**config.mk**
```make
export PLATFORM = sky130hd
export DESIGN_NAME = div_unsigned_seq
export DESIGN_NICKNAME = d
export VERILOG_FILES = /design/src/rtl/div_pkg.sv /design/src/rtl/div_step.sv /design/src/rtl/div_unsigned_seq.sv
export SDC_FILE = /design/constraint.sdc
export NUM_CORES = 1
export LEC_CHECK = 0
export BUFFER_PORTS_ARGS = -buffer_cell sky130_fd_sc_hd__buf_4
export CAP_MARGIN = 10
export CORE_MARGIN = 5
export CORE_UTILIZATION = 50
export DETAILED_ROUTE_END_ITERATION = 16
export GPL_ROUTABILITY_DRIVEN = 0
export PLACE_DENSITY_LB_ADDON = 0.2
export SLEW_MARGIN = 0
export SYNTH_ARGS = -nofsm -noshare
export SYNTH_HDL_FRONTEND = slang
export SYNTH_HIERARCHICAL = 1
export SYNTH_SLANG_ARGS = --single-unit
```
**constraint.sdc**
```tcl
create_clock -name clk -period 2.5 [get_ports clk]
set_input_delay 0.125 -clock clk [delete_from_list [all_inputs] [get_ports clk]]
set_output_delay 0.125 -clock clk [all_outputs]
set_load 0.05 [all_outputs]
```
**src/rtl/div_pkg.sv**
```systemverilog
// div_pkg: shared FSM encoding and default operand width for the sequential divider
package div_pkg;
  localparam int DEFAULT_WIDTH = 4;
  typedef enum logic [1:0] {IDLE = 2'd0, CALC = 2'd1, DONE = 2'd2} state_t;
endpackage

```
**src/rtl/div_step.sv**
```systemverilog
// div_step: one restoring-division step producing the next partial remainder and quotient bit
module div_step #(
  parameter int WIDTH = 4
) (
  input  logic [WIDTH-1:0] rem,
  input  logic             msb,
  input  logic [WIDTH-1:0] divisor,
  output logic [WIDTH-1:0] rem_next,
  output logic             qbit
);
  logic [WIDTH:0] shifted;
  // rem < divisor on entry, so the post-subtract remainder always fits WIDTH bits
  always_comb begin
    shifted  = {rem, msb};
    qbit     = shifted >= {1'b0, divisor};
    rem_next = qbit ? shifted[WIDTH-1:0] - divisor : shifted[WIDTH-1:0];
  end
endmodule

```
**src/rtl/div_unsigned_seq.sv**
```systemverilog
// div_unsigned_seq: multi-cycle restoring unsigned divider, one quotient bit per clock
module div_unsigned_seq
  import div_pkg::*;
#(
  parameter int WIDTH = DEFAULT_WIDTH
) (
  input  logic             clk,
  input  logic             rst_n,
  input  logic             start,
  input  logic [WIDTH-1:0] a,
  input  logic [WIDTH-1:0] b,
  output logic [WIDTH-1:0] q,
  output logic [WIDTH-1:0] r,
  output logic             busy,
  output logic             done,
  output logic             div_by_zero
);
  localparam int CW = $clog2(WIDTH) + 1;
  localparam logic [CW-1:0] LAST = CW'(WIDTH - 1);
  state_t state, state_next;
  logic [WIDTH-1:0] rem, dvd, dvs, rem_next;
  logic [CW-1:0] cnt;
  logic qbit, zero, last;
  div_step #(.WIDTH(WIDTH)) u_step (
    .rem(rem),
    .msb(dvd[WIDTH-1]),
    .divisor(dvs),
    .rem_next(rem_next),
    .qbit(qbit)
  );
  assign last = cnt == LAST;
  always_comb begin
    state_next = state;
    case (state)
      IDLE:    if (start) state_next = b == '0 ? DONE : CALC;
      CALC:    if (last) state_next = DONE;
      default: state_next = IDLE;
    endcase
  end
  always_ff @(posedge clk) state <= rst_n ? state_next : IDLE;
  // dvd shifts the dividend out of its MSB while quotient bits enter at the LSB
  always_ff @(posedge clk) begin
    if (!rst_n) begin
      rem  <= '0;
      dvd  <= '0;
      dvs  <= '0;
      cnt  <= '0;
      q    <= '0;
      r    <= '0;
      zero <= 1'b0;
    end else if (state == IDLE && start) begin
      dvs  <= b;
      dvd  <= a;
      rem  <= '0;
      cnt  <= '0;
      zero <= b == '0;
      if (b == '0) begin
        q <= '1;
        r <= a;
      end
    end else if (state == CALC) begin
      rem <= rem_next;
      dvd <= {dvd[WIDTH-2:0], qbit};
      cnt <= cnt + 1'b1;
      if (last) begin
        q <= {dvd[WIDTH-2:0], qbit};
        r <= rem_next;
      end
    end
  end
  assign busy        = state != IDLE;
  assign done        = state == DONE;
  assign div_by_zero = done & zero;
endmodule

```
; ---- Yosys cells after proc, flatten, opt, wreduce, memory -nomap -nowiden
; Cells that the tools add are included.
[word_totals]
register_bits = 26
latch_bits = 0
ram_bits = 0
romBits = 0
output_inout_bits = 11
elab_cells = 43
n_memories = 0
[classes]
add_sub_neg = 2
n_mul = 0
div_mod_pow = 0
n_lt_le_gt_ge = 1
eq_ne = 6
n_shift = 0
mux = 15
n_bitwise = 2
reduce_logical = 9
[op_table]
columns = op, count
row1 = $mux W4, 11
row2 = $mux W2, 3
row3 = $reduce_bool A2 Y1, 3
row4 = $ge A5 B4 Y1, 1
row5 = $logic_not A4 Y1, 1
row6 = $ne A2 B2 Y1 const B, 2
row7 = $pmux W2 S2, 1
row8 = $sub A4 B4 Y4, 1
row9 = $add A3 B1 Y3 const B, 1
row10 = $eq A3 B2 Y1 const B, 1
row11 = $reduce_and A3 Y1, 1
row12 = $eq A2 B1 Y1 const B, 1
row13 = $eq A2 B2 Y1 const B, 1
row14 = $logic_not A2 Y1, 1
row15 = $ne A2 B1 Y1 const B, 1
row16 = $reduce_and A2 Y1, 1
row17 = $reduce_or A2 Y1, 1
row18 = $and A1 B1 Y1, 1
row19 = $logic_and A1 B1 Y1, 1
row20 = $not A1 Y1, 1

; ---- Depth between registers and ports, before layout
; Gate-level depths: netlist (run 1).
[logic_depth]
word_depth = 5
ltp_mapped = 8

; ---- By module
; The synthesis (run 1) kept the hierarchy.
[modules_own_cells]
columns = module, instances, cells_per_inst, area_each_um2, seq_area_each_um2
row1 = div_unsigned_seq, 1, 120, 1091.0, 520.5
row2 = div_step, 1, 28, 224.0, 0.0

; ---- Least setup slack after synthesis (run 1)
; No wires, ideal clock.
[synth_timing]
path_kind = register -> output
startpoint = reg state[1]
endpoint = out div_by_zero
arrival_time_ns = 1.724
required_time_ns = 2.375
slack_ns = 0.651
path_stages_with_launch = 3
cell_sequence = dfxtp_1 -> nor2b_1 -> and2_1
[synth_between]
elab_chain_cells = 2
[synth_lines]
columns = element, line
row1 = start: declaration, div_unsigned_seq.sv:20  ; state_t state, state_next;
row2 = start signal: assignment, div_unsigned_seq.sv:40  ; always_ff @(posedge clk) state <= rst_n ? state_next : IDLE;
row3 = $eq A2 B2 Y1, div_unsigned_seq.sv:72  ; assign done = state == DONE;
row4 = named net done, div_unsigned_seq.sv:15  ; output logic done,
row5 = $and A1 B1 Y1, div_unsigned_seq.sv:73  ; assign div_by_zero = done & zero;
row6 = end: declaration, div_unsigned_seq.sv:16  ; output logic div_by_zero
; The timed path passes the listed nets, and every way through them passes these cells.

; ---- Final worst setup path (run 1)
[layout_timing]
startpoint = reg dvs[2]
endpoint = reg r[1]
[layout_between]
elab_chain_cells = 5
[layout_lines]
columns = element, line
row1 = start: declaration, div_unsigned_seq.sv:21  ; logic [WIDTH-1:0] rem, dvd, dvs, rem_next;
row2 = start signal: assignment, div_unsigned_seq.sv:46  ; dvs <= '0;
row3 = start signal: assignment, div_unsigned_seq.sv:52  ; dvs <= b;
row4 = $ge A5 B4 Y1, div_step.sv:15  ; qbit = shifted >= {1'b0, divisor};
row5 = $mux W4, div_step.sv:16  ; rem_next = qbit ? shifted[WIDTH-1:0] - divisor : shifted[WIDTH-1:0];
row6 = named net rem_next[1], div_unsigned_seq.sv:21
row7 = $mux W4, div_unsigned_seq.sv:65  ; if (last) begin
row8 = $mux W4, div_unsigned_seq.sv:61  ; end else if (state == CALC) begin
row9 = $mux W4, div_unsigned_seq.sv:51  ; end else if (state == IDLE && start) begin
row10 = end signal: assignment, div_unsigned_seq.sv:67  ; r <= rem_next;
row11 = end: declaration, div_unsigned_seq.sv:13  ; output logic [WIDTH-1:0] r,
; The timed path passes the listed nets, and every way through them passes these cells. The select of a mux whose other input is x is not followed.
; A chain may end at the register's enable or synchronous reset.

==> results of run 1 <==
## report_power, final
group | switching (mW) | leakage (nW) | internal (mW) | total, mW
clock | 0.127 | 0.0279 | 0.162 | 0.289
combinational | 0.122 | 0.389 | 0.0835 | 0.205
sequential | 0.0152 | 0.212 | 0.433 | 0.449
total | 0.264 | 0.628 | 0.679 | 0.943
## per-layer routing
metal	wire length [µm]	global-route usage [%]
met1	1370	23.2
met2	1310	25.8
met3	124	4.19
met4	56	8.05
met5	0	0
## state kept, by name (all words and copies together), names as in the netlist
name	flops
r	4
dvs	4
q	4
rem	4
dvd	4
cnt	3
zero	1
state	2
## critical path: cells and delay by family, from the launching register on
| family | cells | cell delay [ns] |
|---|---|---|
| multiplexers | 2 | 0.42 |
| adder cells (fa/ha/maj) | 1 | 0.34 |
| buffers and inverters | 1 | 0.05 |
| AO/OA/AOI/OAI | 1 | 0.30 |
| flip-flops | 1 | 0.36 |
| AND/OR/NAND/NOR | 3 | 0.42 |
## layout make-up
cell class	instances	area [µm²]	share of cell area (%)
timing repair buffer	21	158	10.3
sequential	26	520	33.9
multi-input combinational	105	721	47.0
inverter	12	45.0	2.94
clock inverter	1	30.0	1.96
tap	30	37.5	2.45
clock buffer	3	22.5	1.47
## kinds of logic after synthesis
| logic type | Yosys count | synth area share (%) |
|---|---|---|
| flip-flops | 26 | 39.6 |
| buffers and inverters | 17 | 5.61 |
| adder cells (fa/ha/maj) | 7 | 7.23 |
| XOR/XNOR | 2 | 1.33 |
| AO/OA/AOI/OAI | 33 | 18.6 |
| multiplexers | 7 | 5.71 |
| AND/OR/NAND/NOR | 56 | 22.0 |
## metrics by stage
step                hold slack [ns]  std cells  utilization [%]  power [mW]  worst slack [ns]
floorplan                     0.247        148                -       0.612             0.651
detailed placement            0.366        194             59.3       0.662             0.548
global route               0.000288        198             61.4       0.995             0.384
finish                       0.0127        198             61.4       0.943             0.533
CTS                         0.00216        198             61.4       0.953             0.524
global placement              0.352        194             59.3       0.656             0.604
## synth_stat cells, types with 2 or more instances
library cell                n
sky130_fd_sc_hd__nor2_1    14
sky130_fd_sc_hd__buf_2      2
sky130_fd_sc_hd__nor3_1     2
sky130_fd_sc_hd__and2_1     2
sky130_fd_sc_hd__nand2_1   24
sky130_fd_sc_hd__clkbuf_1   2
sky130_fd_sc_hd__a21oi_1   15
sky130_fd_sc_hd__a22oi_1    4
sky130_fd_sc_hd__ha_1       6
sky130_fd_sc_hd__mux2i_1    6
sky130_fd_sc_hd__nand2b_1   2
sky130_fd_sc_hd__xnor2_1    2
sky130_fd_sc_hd__inv_1     11
sky130_fd_sc_hd__a221oi_2   2
sky130_fd_sc_hd__a221oi_1   6
sky130_fd_sc_hd__dfxtp_1   26
## worst paths after layout
path | slack, ns | from | to | depth (start not counted)
hold / removal | 0.01 | rst_n | state[1] | 2
setup reg to reg | 0.53 | dvs[2] | r[1] | 8
setup / recovery | 0.53 | dvs[2] | r[1] | 8
hold reg to reg | 0.47 | dvd[3] | dvd[3] | 2
==> impl_metrics.sql, run 1 <==
INSERT INTO impl_metrics (metric_group, metric, value, unit) VALUES
('status', 'status', 'finished clean', ''),
('timing', 'layout_worst_path_cycle_share', '78.7', '%'),
('synthesis', 'post_synth_inst_count', '148', ''),
('synthesis', 'syn-cell-area', '0.00132', 'mm²'),
('timing', 'fmax', '0.508', 'GHz'),
('cts', 'htree_levels', '1', ''),
('synthesis', 'yosysTopAreaCell', 'sky130_fd_sc_hd__dfxtp_1', ''),
('global_route', 'grt_use_total', '17.2', '%'),
('layout', 'syn2layout_area_growth', '16.7', '%'),
('layout', 'final_area', '0.00153', 'mm²'),
('hold_path', 'worstHoldPathType', 'input pin to flop', ''),
('power', 'vdd_drop_max', '0.344', 'mV'),
('floorplan', 'floorplan.initialDensity', '52.6', '%'),
('global_route', 'remaining_overflow_grt', '0', ''),
('layout', 'antenna-diode-count', '0', ''),
('synthesis', 'post_synth_num_cell_types', '38', ''),
('timing', 'grt_setup_unrepaired', 'false', ''),
('floorplan', 'floorplan.rows', '18', ''),
('layout', 'fillerInstances', '230', ''),
('timing', 'timing.final.setup_violations', '0', ''),
('timing', 'min_period', '1.97', 'ns'),
('critical_path', 'cells_along_the_critical_path', 'inv_1, ha_1, nand4_1, nand2_2, nor2_4, mux2i_1, mux2i_1, a221oi_1', ''),
('floorplan', 'pin_count', '22', ''),
('critical_path', 'setup.worst_path.end_class', 'flop', ''),
('synthesis', 'synth.top_cells.by_area', 'sky130_fd_sc_hd__dfxtp_1 40%, sky130_fd_sc_hd__nand2_1 6.9%, sky130_fd_sc_hd__a21oi_1 5.7%', ''),
('synthesis', 'synthesis.area_per_instance', '8.89', 'µm²'),
('synthesis', 'synth.net_count', '166', ''),
('cts', 'cts_buffer_depth', '2', ''),
('global_route', 'grt_max_degree', '19', ''),
('power', 'power.density', '615', 'mW/mm²'),
('run', 'max_capacitance_violation_total', '0', ''),
('cts', 'numClockSinks', '26', ''),
('detailed_routing', 'via_per_inst', '5.52', ''),
('placed_design', 'port_buffers', '21', ''),
('synthesis', 'number_of_flops_mapped_to_enable_cells_by_yosys', '0', ''),
('detailed_routing', 'drt_wl_total', '2.86', 'mm'),
('synthesis', 'synth_flop_type', 'sky130_fd_sc_hd__dfxtp_1', ''),
('cts', 'cts_tree', 'done', ''),
('global_route', 'grt_first_pass_wirelength', '4.72', 'mm'),
('cts', 'ctsHoldBuffers', '0', ''),
('timing', 'totalNegativeSetupSlack', '0', 'ns'),
('layout', 'layout.cells.most_common_list', '26 x sky130_fd_sc_hd__dfxtp_1, 24 x sky130_fd_sc_hd__nand2_1, 21 x sky130_fd_sc_hd__buf_4, 15 x sky130_fd_sc_hd__a21oi_1, 14 x sky130_fd_sc_hd__nor2_1', ''),
('detailed_routing', 'detail_route.iter0.violations', '41', ''),
('global_route', 'grt_pass1_vias', '1040', ''),
('critical_path', 'most_used_cell_cp', 'sky130_fd_sc_hd__mux2i_1', ''),
('detailed_routing', 'vias', '1092', ''),
('floorplan', 'floorplan.core_area', '0.00250', 'mm²'),
('synthesis', 'async_set_or_reset_flop_fraction_in_the_synthesized_netlist', '0', '%'),
('timing', 'worst_pin_slew', '0.721', 'ns'),
('floorplan', 'die_y', '61.3', 'µm'),
('layout', 'design.final.nets', '187', ''),
('critical_path', 'worstSetupPathType', 'flop to flop', ''),
('global_route', 'grt_antenna_before_repair', '0', ''),
('layout', 'commonest_non_fill_non_tap_cell_in_the_layout', 'sky130_fd_sc_hd__dfxtp_1', ''),
('detailed_routing', 'route.detailed.drc', '0', ''),
('timing', 'worst_clk_skew', '0.0101', 'ns'),
('critical_path', 'critPathRequiredTime', '2.74', 'ns'),
('floorplan', 'die_width', '61.3', 'µm'),
('detailed_routing', 'drt_pass1_iterations', '4', ''),
('detailed_routing', 'drt.antenna.violating_nets', '0', ''),
('cts', 'clock_insertion_delay_worst_skew', '0.33', 'ns'),
('timing', 'max-slew-margin-rel', '51.9', '%'),
('timing', 'hold_violations', '0', ''),
('critical_path', 'worst-endpoint-arrival', '2.21', 'ns'),
('power', 'cellLeakagePower', '0.628', 'nW'),
('synthesis', 'synth_sequential_area_ratio', '39.6', '%'),
('synthesis', 'synthesis.yosys.warnings', '6', ''),
('timing', 'slew_viol_final', '0', ''),
('synthesis', 'post-synth-top-area-fraction', '39.6', '%'),
('placed_design', 'placement.cell_area', '0.00148', 'mm²'),
('floorplan', 'die_area', '0.00376', 'mm²');
(Power assumes the default switching activity.)
==> run 2, diff against run 1 <==
==> constraint.sdc (replaced) <==
create_clock -name clk -period 2 [get_ports clk]
set_input_delay 0.1 -clock clk [delete_from_list [all_inputs] [get_ports clk]]
set_output_delay 0.1 -clock clk [all_outputs]
set_load 0.05 [all_outputs]
==> run 2 against run 1 <==
Total power increased by 29%; register-to-register slack got worse by 0.42 ns; die area unchanged; critical path depth unchanged; largest power group unchanged.
==> impl_metrics.sql, run 2 (synthesized netlist as in run 1, its figures left out) <==
INSERT INTO impl_metrics (metric_group, metric, value, unit) VALUES
('status', 'status', 'finished clean', ''),
('critical_path', 'worst-endpoint-arrival', '2.14', 'ns'),
('timing', 'max-slew-margin-rel', '59.4', '%'),
('timing', 'hold_violations', '0', ''),
('detailed_routing', 'detail_route.iter0.violations', '40', ''),
('floorplan', 'die_width', '61.3', 'µm'),
('hold_path', 'hold_end', 'dvs[0]', ''),
('layout', 'commonest_non_fill_non_tap_cell_in_the_layout', 'sky130_fd_sc_hd__buf_4', ''),
('detailed_routing', 'met1Wirelength', '1.33', 'mm'),
('timing', 'worst_pin_slew', '0.609', 'ns'),
('detailed_routing', 'vias', '1097', ''),
('placed_design', 'numPlacedInstances', '195', ''),
('cts', 'reg_clk_slew_reported_paths', '0.15', 'ns'),
('placed_design', 'placement.cell_area', '0.00149', 'mm²'),
('global_route', 'grt_pass1_vias', '1108', ''),
('critical_path', 'critPathRequiredTime', '2.25', 'ns'),
('layout', 'layout.cells.most_common_list', '25 x sky130_fd_sc_hd__buf_4, 24 x sky130_fd_sc_hd__nand2_1, 24 x sky130_fd_sc_hd__dfxtp_1, 15 x sky130_fd_sc_hd__a21oi_1, 14 x sky130_fd_sc_hd__nor2_1', ''),
('detailed_routing', 'route.detailed.drc', '0', ''),
('layout', 'antenna-diode-count', '0', ''),
('cts', 'cts_buffers', '3', ''),
('floorplan', 'floorplan.core_area', '0.00250', 'mm²'),
('detailed_routing', 'wl_met2', '1.43', 'mm'),
('floorplan', 'pin_count', '22', ''),
('power', 'cellLeakagePower', '0.658', 'nW'),
('timing', 'worst_clk_skew', '0.0140', 'ns'),
('timing', 'min_period', '1.89', 'ns'),
('detailed_routing', 'post_drt_wl_per_cell', '14.5', 'µm'),
('critical_path', 'crit-reg2reg-capture', 'r[0]', ''),
('placed_design', 'port_buffers', '21', ''),
('critical_path', 'timing.critical_path.fanout_max', '4', ''),
('layout', 'design.final.nets', '193', ''),
('placed_design', 'dpl_worst_slack', '0.0560', 'ns'),
('critical_path', 'setup.worst_path.end_class', 'flop', ''),
('power', 'vdd_drop_max', '0.535', 'mV'),
('run', 'max_capacitance_violation_total', '0', ''),
('detailed_routing', 'via_per_inst', '5.38', ''),
('layout', 'finish.utilization', '64.1', '%'),
('hold_path', 'min_delay_path_depth', '3', ''),
('layout', 'final_area', '0.00160', 'mm²'),
('global_route', 'remaining_overflow_grt', '0', ''),
('detailed_routing', 'drt_pass1_iterations', '4', ''),
('timing', 'timing.final.setup_violations', '0', ''),
('global_route', 'grt_use_total', '18.2', '%'),
('layout', 'final_cells', '204', ''),
('timing', 'finalWorstSetupSlack', '0.112', 'ns'),
('power', 'overall_power_after_layout', '1.21', 'mW'),
('floorplan', 'die_area', '0.00376', 'mm²'),
('power', 'power.share.sequential', '46.3', '%'),
('placed_design', 'detailed_place_hpwl', '2.15', 'mm'),
('power', 'p_sw', '0.339', 'mW'),
('cts', 'cts_buffer_depth', '2', ''),
('hold_path', 'worstHoldPathType', 'input pin to flop', ''),
('timing', 'slew_viol_final', '0', ''),
('cts', 'numClockSinks', '26', ''),
('power', 'p_sw_share', '28.0', '%'),
('detailed_routing', 'drt.antenna.violating_nets', '0', ''),
('global_route', 'grt_antenna_before_repair', '0', ''),
('critical_path', 'depth_of_the_worst_register_to_register_path', '8', ''),
('global_route', 'grt_max_degree', '19', ''),
('floorplan', 'floorplan.rows', '18', ''),
('timing', 'fmax', '0.530', 'GHz'),
('power', 'p_comb_share', '24.0', '%'),
('cts', 'cts_tree', 'done', ''),
('timing', 'layout_worst_path_cycle_share', '94.4', '%'),
('floorplan', 'die_y', '61.3', 'µm'),
('detailed_routing', 'met3_wl_post_dr', '149', 'µm'),
('detailed_routing', 'drt_wl_total', '2.96', 'mm'),
('power', 'clock_power_share', '29.7', '%'),
('critical_path', 'crit-reg2reg-launch', 'dvs[1]', ''),
('layout', 'fillerInstances', '216', ''),
('cts', 'clock_insertion_delay_worst_skew', '0.33', 'ns'),
('layout', 'post_route_cells_drive_above_1_share', '27.6', '%'),
('cts', 'htree_levels', '1', ''),
('detailed_routing', 'topRoutingLayerUsed', 'met4', ''),
('floorplan', 'floorplan.initialDensity', '52.6', '%'),
('power', 'p_int', '0.874', 'mW'),
('power', 'power.density', '757', 'mW/mm²'),
('critical_path', 'timing.critical_path.from_type', 'flop', ''),
('cts', 'root_buffer', 'sky130_fd_sc_hd__clkbuf_4', ''),
('critical_path', 'worstSetupPathType', 'flop to flop', ''),
('hold_path', 'timing.hold.worst.start', 'b[0]', ''),
('global_route', 'grt_first_pass_wirelength', '5.02', 'mm'),
('critical_path', 'rrSetupSlack', '0.11', 'ns'),
('layout', 'syn2layout_area_growth', '21.9', '%');
## run 2: cell count changes in the layout (fill, tap and decap cells not counted), sizes merged
cell / before / now
buf: 21 / 25
dlygate4sd3: 0 / 2
## run 2: power groups by stage
stage               registers [mW]  clock network, mW  logic [mW]
global route                 0.564              0.394       0.323
floorplan                    0.579                  0       0.186
CTS                          0.561              0.369       0.262
finish                       0.561              0.360       0.292
detailed placement           0.572                  0       0.258
global placement             0.571                  0       0.252
## run 2: how the worst max path moves through the flow
stage | slack, ns | start | end | depth (start not counted)
2_1_floorplan | 0.18 | state[1] | div_by_zero | 2
3_3_place_gp | 0.11 | dvs[2] | r[1] | 8
3_5_place_dp | 0.06 | dvs[2] | r[1] | 8
4_1_cts | 0.03 | dvs[1] | r[1] | 8
5_1_grt | -0.02 | dvs[3] | r[1] | 8
6_report | 0.11 | dvs[1] | r[0] | 8
## run 2: routing by layer
| layer | track usage (%) | vias to the layer above |
|---|---|---|
| met5 | 0 | - |
| met4 | 6.50 | 0 |
| met3 | 2.73 | 5 |
| met2 | 30.4 | 22 |
| met1 | 23.7 | 505 |
| li1 | - | 565 |
## run 2: cell type report
class                           count  area, µm²  share of cell area (%)
Clock buffer                        3       22.5                    1.41
Sequential cell                    26        523                    32.6
Inverter                           12       45.0                    2.81
Timing Repair Buffer               27        208                    13.0
Multi-Input combinational cell    105        737                    46.0
Clock inverter                      1       30.0                    1.87
Tap cell                           30       37.5                    2.34
## run 2: stage by stage
stage / setup TNS, ns / hold slack (ns)
finish: 0 / 0.0177
global route: -0.0475 / 0.0204
CTS: 0 / 0.00410
detailed placement: 0 / 0.333
global placement: 0 / 0.328
floorplan: 0 / 0.222
## run 2: worst max-delay path, cell delays in order, from the launching register on
cell                       delay (ns)
sky130_fd_sc_hd__dfxtp_2         0.39
sky130_fd_sc_hd__inv_1           0.05
sky130_fd_sc_hd__ha_1            0.28
sky130_fd_sc_hd__nand2b_1        0.15
sky130_fd_sc_hd__a21oi_4         0.09
sky130_fd_sc_hd__nor2_4          0.19
sky130_fd_sc_hd__mux2i_2         0.25
sky130_fd_sc_hd__mux2i_1         0.13
sky130_fd_sc_hd__a221oi_2        0.28
## run 2: what timing repair did
item | CTS | global route
hold buffers | 1 | 1
hold endpoints to repair | 1 | 1
setup buffers | 0 | 3
setup endpoints to repair | 0 | 2
resized for setup | 0 | 6
